--- src/rtl/testdrive_axi4_read_arbiter.sv ---
// Round-robin arbiter sharing one AXI4 read port (AR + R) among several requesters.
// One burst in flight at a time; RLAST/length/RID consistency is flagged on a sticky ERR.
module testdrive_axi4_read_arbiter #(
  parameter int C_PORT_COUNT      = 4,
  parameter int C_THREAD_ID_WIDTH = 1,
  parameter int C_ADDR_WIDTH      = 32,
  parameter int C_DATA_WIDTH      = 128,
  parameter int C_USE_AXI4        = 1,
  localparam int N   = C_PORT_COUNT,
  localparam int IDW = C_THREAD_ID_WIDTH,
  localparam int AW  = C_ADDR_WIDTH,
  localparam int DW  = C_DATA_WIDTH,
  localparam int LW  = (C_USE_AXI4 != 0) ? 8 : 4,
  localparam int PW  = $clog2(C_PORT_COUNT)
) (
  input  logic               CLK,
  input  logic               nRST,
  input  logic [N*IDW-1:0]   S_ARID,
  input  logic [N*AW-1:0]    S_ARADDR,
  input  logic [N*LW-1:0]    S_ARLEN,
  input  logic [N*3-1:0]     S_ARSIZE,
  input  logic [N*2-1:0]     S_ARBURST,
  input  logic [N-1:0]       S_ARVALID,
  output logic [N-1:0]       S_ARREADY,
  output logic [IDW-1:0]     S_RID,
  output logic [DW-1:0]      S_RDATA,
  output logic [1:0]         S_RRESP,
  output logic               S_RLAST,
  output logic [N-1:0]       S_RVALID,
  input  logic [N-1:0]       S_RREADY,
  output logic [IDW-1:0]     M_ARID,
  output logic [AW-1:0]      M_ARADDR,
  output logic [LW-1:0]      M_ARLEN,
  output logic [2:0]         M_ARSIZE,
  output logic [1:0]         M_ARBURST,
  output logic               M_ARVALID,
  input  logic               M_ARREADY,
  input  logic [IDW-1:0]     M_RID,
  input  logic [DW-1:0]      M_RDATA,
  input  logic [1:0]         M_RRESP,
  input  logic               M_RLAST,
  input  logic               M_RVALID,
  output logic               M_RREADY,
  output logic               ERR,
  output logic [PW-1:0]      ERR_PORT
);

  typedef enum logic [1:0] {ST_IDLE, ST_ADDR, ST_DATA} state_e;

  state_e         state_q, state_d;
  logic [PW-1:0]  owner_q, owner_d;
  logic [PW-1:0]  last_grant_q, last_grant_d;
  logic [PW-1:0]  err_port_q, err_port_d;
  logic [LW-1:0]  beat_cnt_q, beat_cnt_d;
  logic [IDW-1:0] arid_q, arid_d;
  logic [AW-1:0]  araddr_q, araddr_d;
  logic [LW-1:0]  arlen_q, arlen_d;
  logic [2:0]     arsize_q, arsize_d;
  logic [1:0]     arburst_q, arburst_d;
  logic           arvalid_q, arvalid_d;
  logic           err_q, err_d;

  logic           grant_found;
  logic [PW-1:0]  grant_idx;
  logic [IDW-1:0] sel_id;
  logic [AW-1:0]  sel_addr;
  logic [LW-1:0]  sel_len;
  logic [2:0]     sel_size;
  logic [1:0]     sel_burst;
  logic           ar_accept;
  logic           route_r;
  logic           owner_rready;
  logic           r_hs;
  logic           err_event;

  // Lowest port above last_grant wins; otherwise wrap to the lowest port at or below it.
  always_comb begin
    grant_found = 1'b0;
    grant_idx   = '0;
    for (int i = N - 1; i >= 0; i--) begin
      if (S_ARVALID[i] && (PW'(i) <= last_grant_q)) begin
        grant_found = 1'b1;
        grant_idx   = PW'(i);
      end
    end
    for (int i = N - 1; i >= 0; i--) begin
      if (S_ARVALID[i] && (PW'(i) > last_grant_q)) begin
        grant_found = 1'b1;
        grant_idx   = PW'(i);
      end
    end
  end

  always_comb begin
    sel_id    = '0;
    sel_addr  = '0;
    sel_len   = '0;
    sel_size  = '0;
    sel_burst = '0;
    for (int i = 0; i < N; i++) begin
      if (grant_idx == PW'(i)) begin
        sel_id    = S_ARID[i*IDW +: IDW];
        sel_addr  = S_ARADDR[i*AW +: AW];
        sel_len   = S_ARLEN[i*LW +: LW];
        sel_size  = S_ARSIZE[i*3 +: 3];
        sel_burst = S_ARBURST[i*2 +: 2];
      end
    end
  end

  // State register
  always_ff @(posedge CLK or negedge nRST) begin
    if (!nRST) begin
      state_q      <= ST_IDLE;
      owner_q      <= '0;
      last_grant_q <= PW'(N - 1);
      err_port_q   <= '0;
      beat_cnt_q   <= '0;
      arid_q       <= '0;
      araddr_q     <= '0;
      arlen_q      <= '0;
      arsize_q     <= '0;
      arburst_q    <= '0;
      arvalid_q    <= 1'b0;
      err_q        <= 1'b0;
    end else begin
      state_q      <= state_d;
      owner_q      <= owner_d;
      last_grant_q <= last_grant_d;
      err_port_q   <= err_port_d;
      beat_cnt_q   <= beat_cnt_d;
      arid_q       <= arid_d;
      araddr_q     <= araddr_d;
      arlen_q      <= arlen_d;
      arsize_q     <= arsize_d;
      arburst_q    <= arburst_d;
      arvalid_q    <= arvalid_d;
      err_q        <= err_d;
    end
  end

  // Next-state logic
  always_comb begin
    state_d      = state_q;
    owner_d      = owner_q;
    last_grant_d = last_grant_q;
    err_port_d   = err_port_q;
    beat_cnt_d   = beat_cnt_q;
    arid_d       = arid_q;
    araddr_d     = araddr_q;
    arlen_d      = arlen_q;
    arsize_d     = arsize_q;
    arburst_d    = arburst_q;
    arvalid_d    = arvalid_q;
    err_d        = err_q;
    case (state_q)
      ST_IDLE: begin
        if (grant_found) begin
          state_d    = ST_ADDR;
          owner_d    = grant_idx;
          arvalid_d  = 1'b1;
          beat_cnt_d = '0;
          arid_d     = sel_id;
          araddr_d   = sel_addr;
          arlen_d    = sel_len;
          arsize_d   = sel_size;
          arburst_d  = sel_burst;
        end
      end
      ST_ADDR: begin
        if (arvalid_q && M_ARREADY) begin
          arvalid_d = 1'b0;
          state_d   = ST_DATA;
        end
      end
      ST_DATA: begin
        if (r_hs) begin
          beat_cnt_d = beat_cnt_q + LW'(1);
          // A missing RLAST keeps us here; only RLAST releases the port.
          if (M_RLAST) begin
            last_grant_d = owner_q;
            state_d      = ST_IDLE;
          end
        end
      end
      default: state_d = ST_IDLE;
    endcase
    if (err_event && !err_q) begin
      err_d      = 1'b1;
      err_port_d = owner_q;
    end
  end

  // Output / routing logic
  always_comb begin
    ar_accept    = nRST && (state_q == ST_IDLE) && grant_found;
    route_r      = (state_q == ST_DATA) && M_RVALID;
    owner_rready = 1'b0;
    for (int i = 0; i < N; i++) begin
      if (owner_q == PW'(i)) owner_rready = S_RREADY[i];
    end
    M_RREADY  = (state_q == ST_DATA) && owner_rready;
    r_hs      = route_r && owner_rready;
    err_event = 1'b0;
    if (r_hs) begin
      if (M_RLAST != (beat_cnt_q == arlen_q)) err_event = 1'b1;
      if (M_RID != arid_q)                    err_event = 1'b1;
    end
    if (M_RVALID && (state_q != ST_DATA)) err_event = 1'b1;
  end

  for (genvar gi = 0; gi < N; gi++) begin : g_port
    assign S_ARREADY[gi] = ar_accept && (grant_idx == PW'(gi));
    assign S_RVALID[gi]  = route_r && (owner_q == PW'(gi));
  end

  assign S_RID     = M_RID;
  assign S_RDATA   = M_RDATA;
  assign S_RRESP   = M_RRESP;
  assign S_RLAST   = M_RLAST;
  assign M_ARID    = arid_q;
  assign M_ARADDR  = araddr_q;
  assign M_ARLEN   = arlen_q;
  assign M_ARSIZE  = arsize_q;
  assign M_ARBURST = arburst_q;
  assign M_ARVALID = arvalid_q;
  assign ERR       = err_q;
  assign ERR_PORT  = err_port_q;

endmodule
--- config.mk ---
export PLATFORM = sky130hd
export DESIGN_NAME = testdrive_axi4_read_arbiter
export DESIGN_NICKNAME = d
export VERILOG_FILES = /design/src/rtl/testdrive_axi4_read_arbiter.sv
export SDC_FILE = /design/constraint.sdc
export NUM_CORES = 1
export LEC_CHECK = 0
export ABC_AREA = 1
export CORE_AREA = 3 3 203 205
export DETAILED_ROUTE_END_ITERATION = 7
export DIE_AREA = 0 0 206 208
export PLACE_DENSITY = 0.43
export SYNTH_ARGS = -nofsm -noshare
export SYNTH_HDL_FRONTEND = slang
export SYNTH_SLANG_ARGS = --single-unit
--- constraint.sdc ---
create_clock -name CLK -period 2.1 [get_ports CLK]
set_clock_uncertainty 0.05 [all_clocks]
set_input_delay 0.525 -clock CLK [delete_from_list [all_inputs] [get_ports CLK]]
set_output_delay 0.525 -clock CLK [all_outputs]
set_load 0.02 [all_outputs]
==> results of run 1 <==
==> state kept, by name, indices dropped and copies added (netlist names) <==
name          flops
M_ARLEN           8
M_ARBURST         2
ERR_PORT          2
M_ARVALID         1
last_grant_q      2
beat_cnt_q        8
state_q           2
owner_q           2
M_ARID            1
ERR               1
M_ARADDR         32
M_ARSIZE          3
==> per-stage QoR <==
stage	worst slack (ns)	hold slack (ns)	utilization, %
after floorplan	-0.09627	0.1794	-
after global placement	-0.9934	0.4190	20.24
after detailed placement	-0.9733	0.4132	20.24
after CTS	-0.5009	0.2273	23.73
after global routing	-0.5421	0.2458	24.13
final	-0.4307	0.2256	24.14
==> cell type report <==
type	count	area [um^2]	area share (%)
Antenna cell	1	2.502	0.02615
Clock inverter	7	95.09	0.9939
Tap cell	525	656.9	6.865
Multi-Input combinational cell	537	3077	32.16
Clock buffer	9	225.2	2.354
Timing Repair Buffer	346	3752	39.22
Sequential cell	64	1605	16.78
Inverter	37	153.9	1.608
==> power groups by stage <==
stage	logic [mW]	clock network [mW]	registers [mW]
floorplan	4.01	0	2.68
global placement	7.49	0	2.21
detailed placement	7.50	0	2.22
CTS	10.2	1.79	2.20
global route	10.9	1.84	2.27
finish	10.1	1.70	2.18
==> cell families after synthesis <==
group,count (synthesis)
AND/OR/NAND/NOR,499
buffers and inverters,213
flip-flops,64
AO/OA/AOI/OAI,29
adder cells (fa/ha/maj),1
XOR/XNOR,8
==> worst min path at each step <==
stage | endpoint | cells after the start | slack (ns) | startpoint
after floorplan | ERR | 0 | 0.18 | nRST
after global placement | ERR_PORT[1] | 2 | 0.42 | ERR_PORT[1]
after detailed placement | ERR_PORT[1] | 2 | 0.41 | ERR_PORT[1]
after CTS | beat_cnt_q[6] | 2 | 0.23 | nRST
after global routing | beat_cnt_q[6] | 2 | 0.25 | nRST
final | beat_cnt_q[6] | 2 | 0.23 | nRST
==> layer usage <==
| metal | wire length (um) | up-vias |
|---|---|---|
| met2 | 14660 | 333 |
| met5 | 0 | - |
| met3 | 2678 | 50 |
| li1 | - | 2868 |
| met4 | 954 | 0 |
| met1 | 11830 | 2805 |
==> synth_stat cells, types with 2 or more instances <==
master	number	area share, %
buf_4	139	19
nand4_1	31	3.6
buf_2	23	2.1
nand2_1	194	13
a21oi_1	8	0.74
xnor2_1	5	0.81
nor2_1	109	7.6
dfrtp_1	62	29
inv_2	4	0.28
nand3_1	146	13
nand3b_1	3	0.42
o21ai_0	16	1.5
xor2_1	3	0.49
dfstp_2	2	0.97
buf_6	3	0.62
o21ai_1	2	0.18
inv_1	31	2.1
clkbuf_1	7	0.49
buf_1	4	0.28
nor3_1	9	0.83
nand2_2	2	0.23
==> what timing repair did <==
| item | 4_1_cts | 5_1_grt |
|---|---|---|
| cloned | 13 | 0 |
| setup endpoints to repair | 66 | 65 |
| pin swaps | 60 | 42 |
| setup buffers | 19 | 7 |
| resized for setup | 187 | 63 |
==> metrics.md, run 1 <==
| Metric | Value |
|---|---|
| Global route total overflow | `0` |
| Syn Area/Cell | `6.653 um^2` |
| Worst path buffer plus inverter count | `3` |
| Clock Pin Slew Worst Setup and Hold Paths | `0.06 ns` |
| Die X | `206 um` |
| Clock Latency Late Sink | `0.36 ns` |
| Flops & latches, synth | `64` |
| Post-Synthesis Net Count | `1143` |
| Clock power share | `12.1%` |
| DP Cell Count | `1478` |
| Crit Path Class | `reg2out` |
| M3 GR Usage | `5.320%` |
| XOR/XNOR Fraction of Synth Area | `1.294%` |
| FFs w/ async S/R, synth | `100.0%` |
| Vias | `6056` |
| CP arrival | `1.96 ns` |
| Ys flop type | `dfrtp_1` |
| CP startpoint | `last_grant_q[1]` |
| Number of H-tree levels | `3` |
| Hold Vio Cnt, Final | `0` |
| Seq pwr share | `15.6%` |
| Mapped Cells | `814` |
| Maximum clock path buffer count | `2` |
| Initial Util | `13.66%` |
| Crit path to | `S_ARREADY[2]` |
| Dpl hpwl | `21.63 mm` |
| RSZ-0062 raised after global routing | `yes` |
| Detailed Routing Iterations Pass 1 | `4` |
| Synth Area in Simple Gates | `40.64%` |
| Worst R2R End | `M_ARADDR[20]` |
| Area Growth Syn to Fin | `76.69%` |
| Layout Cells excl Fill | `1526` |
| Compound-gate portion of the synthesized area | `2.842%` |
| Post-Synth Adder-Cell Area | `0.2311%` |
| Fmax | `395.1 MHz` |
| Register area share after synthesis | `29.62%` |
| Largest net degree at the start of global routing | `44` |
| Cells along the critical path | `buf_12, nand3_4, o21ai_4, nand3_2, nand2_2, nand2_4, buf_12, nor3_4, buf_12` |
| GR peak layer | `met2` |
| Status | `complete, but fails checks` |
| Antenna Nets Post-Route | `0` |
| DRC viols | `0` |
| Int Power | `7.403 mW` |
| Largest stage delay on the critical path | `0.56 ns` |
| CTS hold repair buffers | `0` |
| Element type at the critical path start | `flop` |
| First-pass GRT wire length | `42.01 mm` |
| Core area | `39640 um^2` |
| CP Capture Type | `output pin` |
| Clock root buffer | `clkbuf_16` |
| GR Util All Layers | `13.66%` |
| Worst reg2reg path depth | `17` |
| Wirelength per Cell | `19.74 um` |
| Multiplexer area fraction after synthesis | `0%` |
| Peak supply drop | `604.0 uV` |
| Logic pwr share | `72.3%` |
| Period minus WS final | `2.531 ns` |
| CTS Buf Count | `9` |
| Largest family of logic cells by synthesized area | `simple AND/OR/NAND/NOR gates` |
| Setup-failing EPs final | `51` |
| Row cnt | `73` |
| CP dominant cell by count | `buf_12` |
| Clk sinks | `64` |
| Placement Cell Area | `8023 um^2` |
| Fill cells | `4433` |
| Die extent in y | `208 um` |
| Final nets | `1324` |
| Worst slew pin tran | `0.4961 ns` |
| EDFF count, synth | `0` |
| WL final | `30.12 mm` |
| GR met1 Demand/Resource | `15.55%` |
| Worst R2R Start | `last_grant_q[1]` |
| WP data required | `1.52 ns` |
| Initial antenna violation count | `0` |
| Switching part of the total | `47.10%` |
| Worst Hold Class | `in2async` |
| Drt via density | `3.969` |
| Most common cell after layout, fill and taps aside | `clkdlybuf4s50_1` |
| Slew HR | `66.92%` |
| Pwr Density | `1463 nW/um^2` |
| PortBufs | `258` |
| CTS tree | `built` |
| Met2 Resource Use GR | `23.40%` |
| Psw | `6.592 mW` |
| Ys Warns | `0` |
| Synth unique cells | `32` |
| Fin area | `9568 um^2` |
| Cell depth of the worst setup path | `9` |
| Layout cells sized above 1 | `24.20%` |
| CP max FO | `5` |
| Setup TNS | `-10.29 ns` |
| Tcrit/Tclk final | `120.5%` |
| CP top delay family | `flip-flops` |
| Max-cap violations | `0` |
| Die area | `42850 um^2` |
| 1st-iter DRT viols | `231` |
| Most frequent cells in the layout | `240 x clkdlybuf4s50_1, 162 x nand2_1, 98 x nand3_1, 94 x nor2_1, 61 x dfrtp_1` |
| Overall power | `14.00 mW` |
| Leak | `4.009 nW` |
| Worst reg-to-reg setup slack | `-0.28 ns` |
| Vias in the first global route | `6261` |
| PnR worst setup slack | `-0.4307 ns` |
| Slew Limit Fails | `0` |
| Slowest CP cell | `dfstp_2` |
| Num ports | `519` |
| Failing checks | `setup timing` |
| Synthesized area | `5415 um^2` |
| Final GP Congestion | `0.7953` |
Note: power is estimated with default switching activity, not from simulation.
==> run 2: changes to the inputs <==
==> constraint.sdc (replaced) <==
create_clock -name CLK -period 2.1 [get_ports CLK]
set_clock_uncertainty 0.05 [all_clocks]
set_input_delay 0.42 -clock CLK [delete_from_list [all_inputs] [get_ports CLK]]
set_output_delay 0.42 -clock CLK [all_outputs]
set_load 0.02 [all_outputs]
==> run 2 against run 1 <==
  * Total power shrank 6.3%
  * The run still ends with setup timing left
  * Highest routed layer unchanged
  * Hold slack lost 0.066 ns
  * Global-route usage shrank 0.59 points
  * Largest cell class unchanged
  * Critical path type unchanged
==> metrics.md, run 2 (synthesized netlist as in run 1, its figures left out) <==
| Metric | Value |
|---|---|
| Num ports | `519 (unchanged)` |
| Layout cells sized above 1 | `17.07% (was 24.20%)` |
| Die extent in y | `208 um (unchanged)` |
| Tcrit/Tclk final | `117.2% (was 120.5%)` |
| Area Growth Syn to Fin | `67.65% (was 76.69%)` |
| GR Util All Layers | `13.07% (was 13.66%)` |
| Most frequent cells in the layout | `246 x clkdlybuf4s50_1, 179 x nand2_1, 136 x nand3_1, 105 x nor2_1, 60 x dfrtp_1 (was 240 x clkdlybuf4s50_1, 162 x nand2_1, 98 x nand3_1, 94 x nor2_1, 61 x dfrtp_1)` |
| Element type at the critical path start | `flop (unchanged)` |
| WL final | `29.91 mm (was 30.12 mm)` |
| Vias in the first global route | `6085 (was 6261)` |
| First-pass GRT wire length | `40.70 mm (was 42.01 mm)` |
| Fmax | `406.3 MHz (was 395.1 MHz)` |
| Clock Latency Late Sink | `0.36 ns (about the same)` |
| 1st-iter DRT viols | `313 (was 231)` |
| Final nets | `1326 (was 1324)` |
| Worst reg-to-reg setup slack | `-0.33 ns (was -0.28 ns)` |
| Detailed Routing Iterations Pass 1 | `4 (unchanged)` |
| Clk sinks | `64 (unchanged)` |
| Die area | `42850 um^2 (unchanged)` |
| Peak supply drop | `370.1 uV (was 604.0 uV)` |
| Clock root buffer | `clkbuf_16 (unchanged)` |
| Drt via density | `3.996 (was 3.969)` |
| Antenna Nets Post-Route | `0 (unchanged)` |
| Maximum clock path buffer count | `2 (unchanged)` |
| Max-cap violations | `0 (unchanged)` |
| Largest net degree at the start of global routing | `35 (was 44)` |
| Dpl hpwl | `21.32 mm (was 21.63 mm)` |
| Worst slew pin tran | `0.5878 ns (was 0.4961 ns)` |
| Row cnt | `73 (unchanged)` |
| Fill cells | `4511 (was 4433)` |
| CTS tree | `built (unchanged)` |
| Initial Util | `13.66% (unchanged)` |
| Core area | `39640 um^2 (unchanged)` |
| CP Capture Type | `output pin (unchanged)` |
| CP max FO | `6 (was 5)` |
| PortBufs | `258 (unchanged)` |
| Clock Pin Slew Worst Setup and Hold Paths | `0.06 ns (about the same)` |
| Leak | `3.827 nW (was 4.009 nW)` |
| CP arrival | `1.99 ns (was 1.96 ns)` |
| Status | `complete, but fails checks (unchanged)` |
| Setup-failing EPs final | `39 (was 51)` |
| CTS Buf Count | `9 (unchanged)` |
| Most common cell after layout, fill and taps aside | `clkdlybuf4s50_1 (unchanged)` |
| Setup TNS | `-5.102 ns (was -10.29 ns)` |
| Hold Vio Cnt, Final | `0 (unchanged)` |
| Worst Hold Class | `in2async (unchanged)` |
| Die X | `206 um (unchanged)` |
| Final core area utilization | `22.90% (was 24.14%)` |
| Initial antenna violation count | `1 (was 0)` |
| RSZ-0062 raised after global routing | `yes (unchanged)` |
| Failing checks | `setup timing (unchanged)` |
| PnR worst setup slack | `-0.3611 ns (was -0.4307 ns)` |
| Slew HR | `60.81% (was 66.92%)` |
| Slew Limit Fails | `0 (unchanged)` |
| DRC viols | `0 (unchanged)` |
| Layout Cells excl Fill | `1528 (was 1526)` |
| Largest register FFs | `32 (unchanged)` |
| Vias | `6106 (was 6056)` |
| Wirelength per Cell | `19.57 um (was 19.74 um)` |
| Final GP Congestion | `0.7476 (was 0.7953)` |
| Pwr Density | `1444 nW/um^2 (was 1463 nW/um^2)` |
| Global route total overflow | `0 (unchanged)` |
| DP Cell Count | `1474 (was 1478)` |
| WP data required | `1.63 ns (was 1.52 ns)` |
| Number of H-tree levels | `3 (unchanged)` |
| Period minus WS final | `2.461 ns (was 2.531 ns)` |
| Crit Path Class | `reg2out (unchanged)` |
==> run 2: timing repair <==
| item | in CTS | in global routing |
|---|---|---|
| pin swaps | 12 | 16 |
| endpoints found under the setup margin | 54 | 56 |
| setup buffers | 20 | 9 |
| hold endpoints to repair | 0 | 0 |
| resized for setup | 74 | 45 |
| cloned | 5 | 4 |
| hold buffers | 0 | 0 |
==> run 2: routing by layer <==
| metal | vias up | track usage (%) | part of all wire [%] |
|---|---|---|---|
| met4 | 0 | 4.190 | 2.8 |
| met2 | 314 | 22.35 | 48 |
| li1 | 2873 | - | - |
| met3 | 58 | 5.367 | 9.4 |
| met1 | 2861 | 14.71 | 39 |
| met5 | - | 0.3456 | 0 |
==> run 2: critical path, cell delays in order (launching register included) <==
cell and delay, ns:
dfstp_2 0.59, inv_2 0.07, o21ai_2 0.16, nor3_2 0.07, nand3_1 0.13, nand2_2 0.11, clkinv_4 0.09, nand2_8 0.07
nor3_4 0.19, buf_6 0.14
==> run 2: final timing paths <==
kind | start | end | cells past startpoint
max in group asynchronous | nRST | owner_q[1] | 3
min | nRST | ERR_PORT[1] | 2
max | last_grant_q[1] | S_ARREADY[0] | 9
min reg2reg | ERR_PORT[1] | ERR_PORT[1] | 2
max reg2reg | last_grant_q[1] | M_ARVALID | 17
min in group CLK | ERR_PORT[1] | ERR_PORT[1] | 2
==> run 2: cell type report <==
type	instances	area [um^2]	share of cell area (%)
repair buffers	346	3646	40.16
multi-input cells	539	2679	29.51
flip-flops and latches	64	1607	17.70
well taps	525	656.9	7.235
clock buffers	14	274.0	3.018
inverters	37	153.9	1.695
clock inverters	2	60.06	0.6615
diodes	1	2.502	0.02756
==> run 2: through the flow <==
step | setup slack (ns) | total power [mW] | hold WS, ns | cell area (um^2)
after CTS | -0.3303 | 12.73 | 0.1606 | 8770
final | -0.3611 | 13.11 | 0.1592 | 9079
after global placement | -0.9253 | 9.703 | 0.4138 | 8019
after global routing | -0.4980 | 14.11 | 0.1968 | 9079
after floorplan | 0.00001654 | 6.631 | 0.07441 | 5502
after detailed placement | -0.8915 | 9.724 | 0.4110 | 8019
==> run 2: where the power goes <==
part	internal [mW]	switching (mW)	leakage, nW
clock network	1.14	0.621	0.163
logic	4.13	4.99	2.91
registers	1.80	0.434	0.757
total	7.06	6.05	3.83
==> run 3: changes to the inputs <==
- ABC_CLOCK_PERIOD_IN_PS: unset -> 2100
==> results of run 3 <==
The final DEF is identical to that of run 2; final timing and power are the same.
